## src/rtl/rgb_fade.sv

```systemverilog
// rtl/rgb_fade.sv - three-channel active-low PWM LED fader with ramped duty
// Each request input ramps its channel duty toward full-on or off at a slow tick rate.
module rgb_fade #(
  parameter logic [31:0] FADE_DIV = 32'd23437,
  parameter logic [7:0]  STEP     = 8'd1
) (
  input  logic clk,
  input  logic rst,
  input  logic r_in,
  input  logic g_in,
  input  logic b_in,
  output logic r,
  output logic g,
  output logic b,
  output logic idle
);

  // Channel index 0 = red, 1 = green, 2 = blue throughout.
  logic [2:0]      req_s1;
  logic [2:0]      req_s2;
  logic [31:0]     div_cnt;
  logic            tick;
  logic [7:0]      pwm_cnt;
  logic [2:0][7:0] work;
  logic [2:0][7:0] act;
  logic [2:0][7:0] target;
  logic [2:0][7:0] work_next;
  logic [2:0][8:0] up_sum;
  logic [2:0][8:0] dn_dif;
  logic [2:0]      at_target;
  logic [2:0]      pwm_out;

  always_ff @(posedge clk or negedge rst) begin
    if (!rst) begin
      req_s1 <= 3'b111;
      req_s2 <= 3'b111;
    end else begin
      req_s1 <= {b_in, g_in, r_in};
      req_s2 <= req_s1;
    end
  end

  assign tick = (div_cnt == FADE_DIV);

  always_ff @(posedge clk or negedge rst) begin
    if (!rst) begin
      div_cnt <= 32'd0;
    end else if (tick) begin
      div_cnt <= 32'd0;
    end else begin
      div_cnt <= div_cnt + 32'd1;
    end
  end

  // Ramp arithmetic is done one bit wider so overflow/underflow can be clamped.
  always_comb begin
    target    = '0;
    work_next = work;
    up_sum    = '0;
    dn_dif    = '0;
    at_target = '0;
    pwm_out   = '1;
    for (int i = 0; i < 3; i++) begin
      target[i] = req_s2[i] ? 8'd0 : 8'd255;
      up_sum[i] = {1'b0, work[i]} + {1'b0, STEP};
      dn_dif[i] = {1'b0, work[i]} - {1'b0, STEP};
      if (work[i] < target[i]) begin
        work_next[i] = up_sum[i][8] ? 8'd255 : up_sum[i][7:0];
      end else if (work[i] > target[i]) begin
        work_next[i] = dn_dif[i][8] ? 8'd0 : dn_dif[i][7:0];
      end
      at_target[i] = (work[i] == target[i]);
      pwm_out[i]   = !((act[i] == 8'd255) || (pwm_cnt < act[i]));
    end
    idle = &at_target;
  end

  // Active duty only follows the working duty at the period boundary so a
  // PWM period is never split between two duty values.
  always_ff @(posedge clk or negedge rst) begin
    if (!rst) begin
      work    <= '0;
      act     <= '0;
      pwm_cnt <= 8'd0;
      r       <= 1'b1;
      g       <= 1'b1;
      b       <= 1'b1;
    end else begin
      if (tick) begin
        work <= work_next;
      end
      if (pwm_cnt == 8'hFF) begin
        act <= work;
      end
      pwm_cnt <= pwm_cnt + 8'd1;
      r       <= pwm_out[0];
      g       <= pwm_out[1];
      b       <= pwm_out[2];
    end
  end

endmodule

```

## config.mk

```make
export PLATFORM = sky130hd
export DESIGN_NAME = rgb_fade
export DESIGN_NICKNAME = d
export VERILOG_FILES = /design/src/rtl/rgb_fade.sv
export SDC_FILE = /design/constraint.sdc
export NUM_CORES = 1
export LEC_CHECK = 0
export BUFFER_PORTS_ARGS = -buffer_cell sky130_fd_sc_hd__buf_4
export CAP_MARGIN = 15
export CELL_PAD_IN_SITES_DETAIL_PLACEMENT = 0
export CELL_PAD_IN_SITES_GLOBAL_PLACEMENT = 1
export CORE_UTILIZATION = 50
export DETAILED_ROUTE_END_ITERATION = 16
export PLACE_DENSITY = 0.79
export SETUP_SLACK_MARGIN = 0.5
export SLEW_MARGIN = 40
export SYNTH_ARGS = -nofsm -noshare
export SYNTH_HDL_FRONTEND = slang
export SYNTH_SLANG_ARGS = --single-unit
```

## constraint.sdc

```tcl
create_clock -name clk -period 2.8 [get_ports clk]
set_input_delay 0.42 -clock clk [delete_from_list [all_inputs] [get_ports clk]]
set_output_delay 0.42 -clock clk [all_outputs]
set_load 0.1 [all_outputs]
```

==> metrics.md, run 1 <==
| Metric | Value |
|---|---|
| Synthesized flop and latch total | `97` |
| Switch share | `22.6%` |
| Worst r2r src | `req_s2[2]` |
| FF/Latch Area | `2440 µm²` |
| Worst setup EP type | `primary output` |
| # diodes | `0` |
| CTS tree | `done` |
| Logic pwr share | `under 10%` |
| Place WS | `0.268 ns` |
| Multi-input gate area | `3760 µm²` |
| Worst min-delay path class | `input port to asynchronous set/reset pin` |
| Most frequent cells after synthesis | `dfrtp_1, nand2_1, ha_1, nor2_1, a21oi_1` |
| Pwr/cell area | `~360 nW/µm²` |
| Most common cell in the synthesized netlist | `dfrtp_1` |
| LEAKAGE | `3.31 nW` |
| Grt ovf | `0` |
| Reg power frac | `52.9%` |
| Largest net degree at the start of global routing | `63` |
| Synthesis-to-finish area growth | `20.2%` |
| Reg2reg end | `work[20]` |
| Critical path's slowest cell | `dfstp_2` |
| Share of the synthesized area in the top cell type | `between 30% and 40%` |
| Num ports | `9` |
| Clock share of power | `44.0%` |
| Worst slew pin tran | `0.598 ns` |
| Crit Path Class | `flop to primary output` |
| Clk_skew | `0.00769 ns` |
| Initial core utilization | `51.1%` |
| Hold_buf cts | `0` |
| Nets | `slightly below 800` |
| Total GRT Usage | `22.3%` |
| Worst path top cell family by delay | `flip-flops` |
| Area contributors post-synth | `dfrtp_1, ha_1, dfstp_2` |
| Netlist cell types | `64` |
| Placed instance count | `a little over 800` |
| Internal power | `2.07 mW` |
| Net count after synthesis | `722` |
| Crit share post-route | `88.3%` |
| Total Wirelength | `approximately 14000 µm` |
| Post-Synth Adder-Cell Area | `11.0%` |
| Cell count along the critical path | `7` |
| 1st-iter DRT viols | `391` |
| HPWL Detailed | `9550 µm` |
| Worst-path fanout max | `8` |
| Slew Limit Fails | `0` |
| Critical Path Source | `req_s2[1]` |
| WP data arrival | `~2 ns` |
| CTS Buf Count | `9` |
| # port buffers | `8` |
| Status | `completed` |
| DRC violations left | `0` |
| Clock sink count | `97` |
| Reg2Reg Depth | `10` |
| Final hold violation count | `0` |
| Sequential share of the synthesized area | `just under 40%` |
| Synth Area in XOR/XNOR | `5.13%` |
| Non-Filler Instances | `868` |
| Final WS setup | `roughly 0.33 ns` |
| Max stage delay on crit path | `0.64 ns` |
| Gpl congestion | `between 0.8 and 0.9` |
| Pre-antenna DRT Iters | `5` |
| Antenna-violating nets left | `0` |
| Simple-Gate Fraction of Synth Area | `21.5%` |
| Die W | `around 110 µm` |
| Vias per cell | `5.91` |
| Vias in the first global route | `4719` |
| Slew HR | `60.1%` |
| Fillcell total | `a little under 1000` |
| Required @ worst endpoint | `2.38 ns` |
| Buffers and inverters on the worst path | `2` |
| Tot Pwr | `between 2 and 3 mW` |
| Largest area contributor in the netlist | `dfrtp_1` |
| Syn Inst Count | `roughly 660` |
| Ys flop type | `dfrtp_1` |
| Switch Pwr | `605 µW` |
| Clk pin slew, worst setup/hold paths | `0.07 ns` |
| Die area | `12700 µm²` |
| Wire per inst | `16.4 µm` |
| Initial antenna violation count | `0` |
| Worst setup endpoint | `idle` |
| Max VDD drop | `0.000270 V` |
| Vias after detailed routing | `5134` |
| Worst skew pair latency | `0.36 ns` |
| Startpoint Class | `flop` |
| Minimum clock period | `2.47 ns` |
| Die Y-Extent | `113 µm` |
| Global-route wire length before repair | `22600 µm` |
| Core ar. | `around 12000 µm²` |
| Synth Area in Compound Gates | `13.5%` |
| Ys Warns | `0` |
| Setup violators final | `0` |
| RSZ-0062 raised after global routing | `true` |
| Cell chain of the critical path | `inv_2 -> ha_4 -> nand4_1 -> nor2_4 -> nand3_2 -> nor2_4 -> buf_12` |
| FMAX | `405 MHz` |
| Layout cells sized above 1 | `24.8%` |
| Worst path most repeated cell | `nor2_4` |
| Mapped Area | `between 6000 and 7000 µm²` |
| Multiplexer area fraction after synthesis | `4.83%` |
| H-tree levels | `3` |
| Largest family of logic cells by synthesized area | `simple AND/OR/NAND/NOR gates` |
| Worst reg-to-reg setup slack | `between 0.3 and 0.4 ns` |
| CTS max path bufs | `2` |
| FP Rows | `40` |
| Ys async rst share | `100%` |
| Avg Cell Area, Syn | `slightly above 9 µm²` |
| Max cap viols | `0` |
| Post-synth EDFFs | `0` |
| WHS | `0.0320 ns` |
| Setup TNS | `0 ns` |
| CTS Root Cell | `clkbuf_16` |
state kept, by name, summed over array words and instances (netlist names):
| name | flops |
|---|---|
| req_s2 | 3 |
| g | 1 |
| work | 24 |
| r | 1 |
| div_cnt | 32 |
| act | 24 |
| req_s1 | 3 |
| b | 1 |
| pwm_cnt | 8 |
logic make-up after synthesis:
family / count (synthesis)
multiplexers: 27
AO/OA/AOI/OAI: 133
flip-flops: 97
AND/OR/NAND/NOR: 249
buffers and inverters: 67
adder cells (fa/ha/maj): 54
XOR/XNOR: 36
worst min-delay path by stage:
stage	slack (ns)	to	startpoint	cells past startpoint
3_3_place_gp	0.35	req_s2[1]	req_s1[1]	0
4_1_cts	0.16	req_s1[2]	b_in	1
3_5_place_dp	0.35	req_s2[1]	req_s1[1]	0
6_report	0.03	act[15]	rst	1
5_1_grt	0.09	act[13]	rst	1
2_1_floorplan	0.12	act[0]	rst	0
power by group through the flow:
| stage | logic (mW) | registers, mW | clock network (mW) |
|---|---|---|---|
| after CTS | 0.0702 | 1.41 | 1.20 |
| after global placement | 0.0594 | 1.44 | 0 |
| after detailed placement | 0.0635 | 1.44 | 0 |
| after floorplan | 0.0212 | 1.44 | 0 |
| final | 0.0827 | 1.42 | 1.18 |
| after global routing | 0.0954 | 1.41 | 1.26 |
cell type report:
type / instances / area share, %
Clock buffer: 10 / 3.24
Clock inverter: 6 / 0.559
Inverter: 40 / 2.03
Multi-Input combinational cell: 500 / 51.0
Sequential cell: 97 / 33.1
Tap cell: 147 / 2.49
Timing Repair Buffer: 68 / 7.59
placed cells by master (no fill, tap or decap), types with 9 or more instances in the layout:
master,n
nor3_1,15
dfstp_2,9
and3_1,11
nand4_1,24
nand3_1,30
ha_1,51
dfrtp_1,85
buf_4,58
inv_1,39
xor2_1,14
nand2_1,54
mux2_2,20
xnor2_1,22
a21o_1,10
clkbuf_16,9
o21ai_1,27
nor2_1,49
a21oi_1,37
metal layers:
layer	up-vias	wire length (µm)	track usage [%]
li1	2502	-	-
met1	2493	6630	31.1
met2	122	6870	35.1
met3	17	561	3.64
met4	0	196	8.00
met5	-	0	0
per-stage QoR:
stage	util, %	instance area (µm²)
floorplan	-	6150
global route	61.5	7380
finish	61.5	7380
detailed placement	53.5	6420
CTS	56.8	6820
global placement	53.5	6420
worst register-to-register path: cells and delay by family (launching register included):
kind / cells / cell delay, ns
compound gates: 4 / 0.52
fa+ha+maj: 1 / 0.24
buf+inv: 2 / 0.29
flops: 1 / 0.60
mux: 1 / 0.34
simple gates: 2 / 0.33
repair_timing:
item / 4_1_cts / 5_1_grt
cloned: 0 / 3
buffers inserted: 7 / 32
setup endpoints to repair: 20 / 26
pin swaps: 4 / 24
resized for setup: 16 / 67
Note: power is estimated with default switching activity, not from simulation.
==> inputs of run 2 (changes only) <==
- CELL_PAD_IN_SITES_DETAIL_PLACEMENT: 0 -> unset
- CELL_PAD_IN_SITES_GLOBAL_PLACEMENT: 1 -> unset
- CORE_ASPECT_RATIO: unset -> 0.6
- CORE_MARGIN: unset -> 3
- CORE_UTILIZATION: 50 -> 55
- PLACE_DENSITY: 0.79 -> 0.7
==> run 2 against run 1 <==
Against the previous run:
- worst hold slack better by 0.085 ns
- critical path type is now flop to flop
- sequential cell count did not move
- final cell count down 3.7%
- cell area decreased by 1.3%
- non-clock buffer count fell by 23
- critical path depth increased by 1
- clock power is 17% higher
- worst setup slack worse by 0.062 ns
- utilization grew 6.4 points
- maximum frequency fell by 2.5%
==> metrics.md, run 2 (synthesis results as in run 1) <==
| Metric | Value |
|---|---|
| DRC violations left | `0 (unchanged)` |
| FP Rows | `29 (-28%)` |
| Max cap viols | `0 (unchanged)` |
| Worst slew pin tran | `0.711 ns (+0.113 ns)` |
| Nets | `751 (-3.1%)` |
| Initial core utilization | `57.2% (+6.1 points)` |
| Reg2Reg Depth | `8 (-2)` |
| Largest registers | `div_cnt x32, act x24, work x24` |
| H-tree levels | `3 (unchanged)` |
| Die W | `142 µm (+26%)` |
| CTS Buf Count | `9 (unchanged)` |
| CTS max path bufs | `2 (unchanged)` |
| Core ar. | `10700 µm² (-11%)` |
| Clock sink count | `97 (unchanged)` |
| Vias per cell | `6.29 (+6.4%)` |
| Most frequent cells in the layout | `dfrtp_1, nand2_1, nor2_1, ha_1, inv_1` |
| Worst skew pair latency | `0.35 ns (about the same)` |
| Initial antenna violation count | `0 (unchanged)` |
| Clk_skew | `0.00843 ns (+0.000748 ns)` |
| Hold_buf cts | `0 (unchanged)` |
| Tot Pwr | `2.89 mW (+8.0%)` |
| Die area | `12500 µm² (-1.7%)` |
| Antenna-violating nets left | `0 (unchanged)` |
| Status | `completed` |
| Max VDD drop | `0.000297 V (+10%)` |
| Clk pin slew, worst setup/hold paths | `0.08 ns (about the same)` |
| Vias after detailed routing | `5261 (+2.5%)` |
| Fillcell total | `800 (-19%)` |
| Slew HR | `52.6% (-7.5 points)` |
| # port buffers | `8 (unchanged)` |
| RSZ-0062 raised after global routing | `true` |
| Startpoint Class | `flop` |
| Global-route wire length before repair | `24700 µm (+9.1%)` |
| Crit Path Class | `flop to flop` |
| Pre-antenna DRT Iters | `6 (+1)` |
| Gpl congestion | `0.978 (+9.8%)` |
| Setup violators final | `0 (unchanged)` |
| Setup TNS | `0 ns (unchanged)` |
| Largest net degree at the start of global routing | `54 (-14%)` |
| Most common cell after layout, fill and taps aside | `dfrtp_1` |
| Max reg flops | `32 (unchanged)` |
| 1st-iter DRT viols | `713 (+82%)` |
| Pwr/cell area | `396 nW/µm² (+9.4%)` |
| Layout cells sized above 1 | `22.4% (-2.4 points)` |
| Num ports | `9 (unchanged)` |
| Final hold violation count | `0 (unchanged)` |
| Minimum clock period | `2.53 ns (+0.0623 ns)` |
| Worst min-delay path class | `input port to asynchronous set/reset pin` |
| Die Y-Extent | `87.9 µm (-22%)` |
| Worst setup EP type | `flop` |
| Reg with most FFs | `div_cnt` |
| # diodes | `0 (unchanged)` |
| LEAKAGE | `3.23 nW (-2.4%)` |
| Worst-path fanout max | `7 (-1)` |
| Grt ovf | `0 (unchanged)` |
| HPWL Detailed | `10400 µm (+8.9%)` |
| CTS tree | `done` |
| Slew Limit Fails | `0 (unchanged)` |
| Total Wirelength | `15500 µm (+8.5%)` |
| Wire per inst | `18.5 µm (+13%)` |
| CTS Root Cell | `clkbuf_16` |
| FMAX | `395 MHz (-2.5%)` |
| Vias in the first global route | `4977 (+5.5%)` |
| Crit share post-route | `90.5% (+2.2 points)` |
| Synthesis-to-finish area growth | `18.7%` |
| Required @ worst endpoint | `3.09 ns (+0.71 ns)` |
| WP data arrival | `2.82 ns (+0.77 ns)` |
| Total GRT Usage | `24.9% (+2.6 points)` |
run 2: layer usage:
metal,wire [µm],global-route usage (%),vias to the layer above,share of wire [%]
met4,278,6.38,0,1.8
met2,6710,36.8,220,43
met3,1210,6.60,47,7.8
met1,7280,36.4,2543,47
li1,-,-,2451,-
met5,0,0,-,0
run 2: critical path: stages, from the launching register on:
cell	delay (ns)
dfrtp_2	0.46
ha_1	0.23
nand4_1	0.22
nor2_1	0.27
nand3_1	0.26
a311oi_1	0.41
a211oi_1	0.10
a2111oi_2	0.35
mux2_1	0.18
run 2: cell type report:
cell class | instances | area [µm²] | share of cell area (%)
Inverter | 40 | 150 | 2.06
Tap cell | 139 | 174 | 2.39
Multi-Input combinational cell | 499 | 3770 | 51.7
Timing Repair Buffer | 45 | 418 | 5.73
Clock inverter | 7 | 111 | 1.53
Sequential cell | 97 | 2440 | 33.5
Clock buffer | 9 | 225 | 3.09
run 2: what timing repair did:
item | CTS | global route
gates resized for setup | 41 | 34
setup endpoints to repair | 22 | 26
pin swaps | 22 | 27
setup buffers | 16 | 3
run 2: final timing paths:
check	from	to	slack, ns
min in group clk	g_in	req_s1[1]	0.17
min	rst	act[5]	0.12
max	work[8]	work[11]	0.27
max reg2reg	work[8]	work[11]	0.27
max in group asynchronous	rst	req_s1[2]	1.92
min reg2reg	req_s1[2]	req_s2[2]	0.35
run 2: power breakdown:
group          leakage, nW  internal (mW)  switching (mW)
sequential            1.29           1.41         0.00495
combinational         1.77         0.0349          0.0572
clock                0.163          0.800           0.583
run 2: metrics by stage:
stage | std cells | hold WS (ns) | util, % | area [µm²] | setup WS [ns]
2_1_floorplan | 663 | 0.124 | - | 6150 | 0.501
3_3_place_gp | 801 | 0.346 | 59.8 | 6420 | 0.357
3_5_place_dp | 801 | 0.347 | 59.8 | 6420 | 0.280
4_1_cts | 833 | 0.135 | 66.0 | 7090 | 0.354
5_1_grt | 836 | 0.156 | 67.8 | 7290 | 0.236
6_report | 836 | 0.117 | 67.8 | 7290 | 0.266
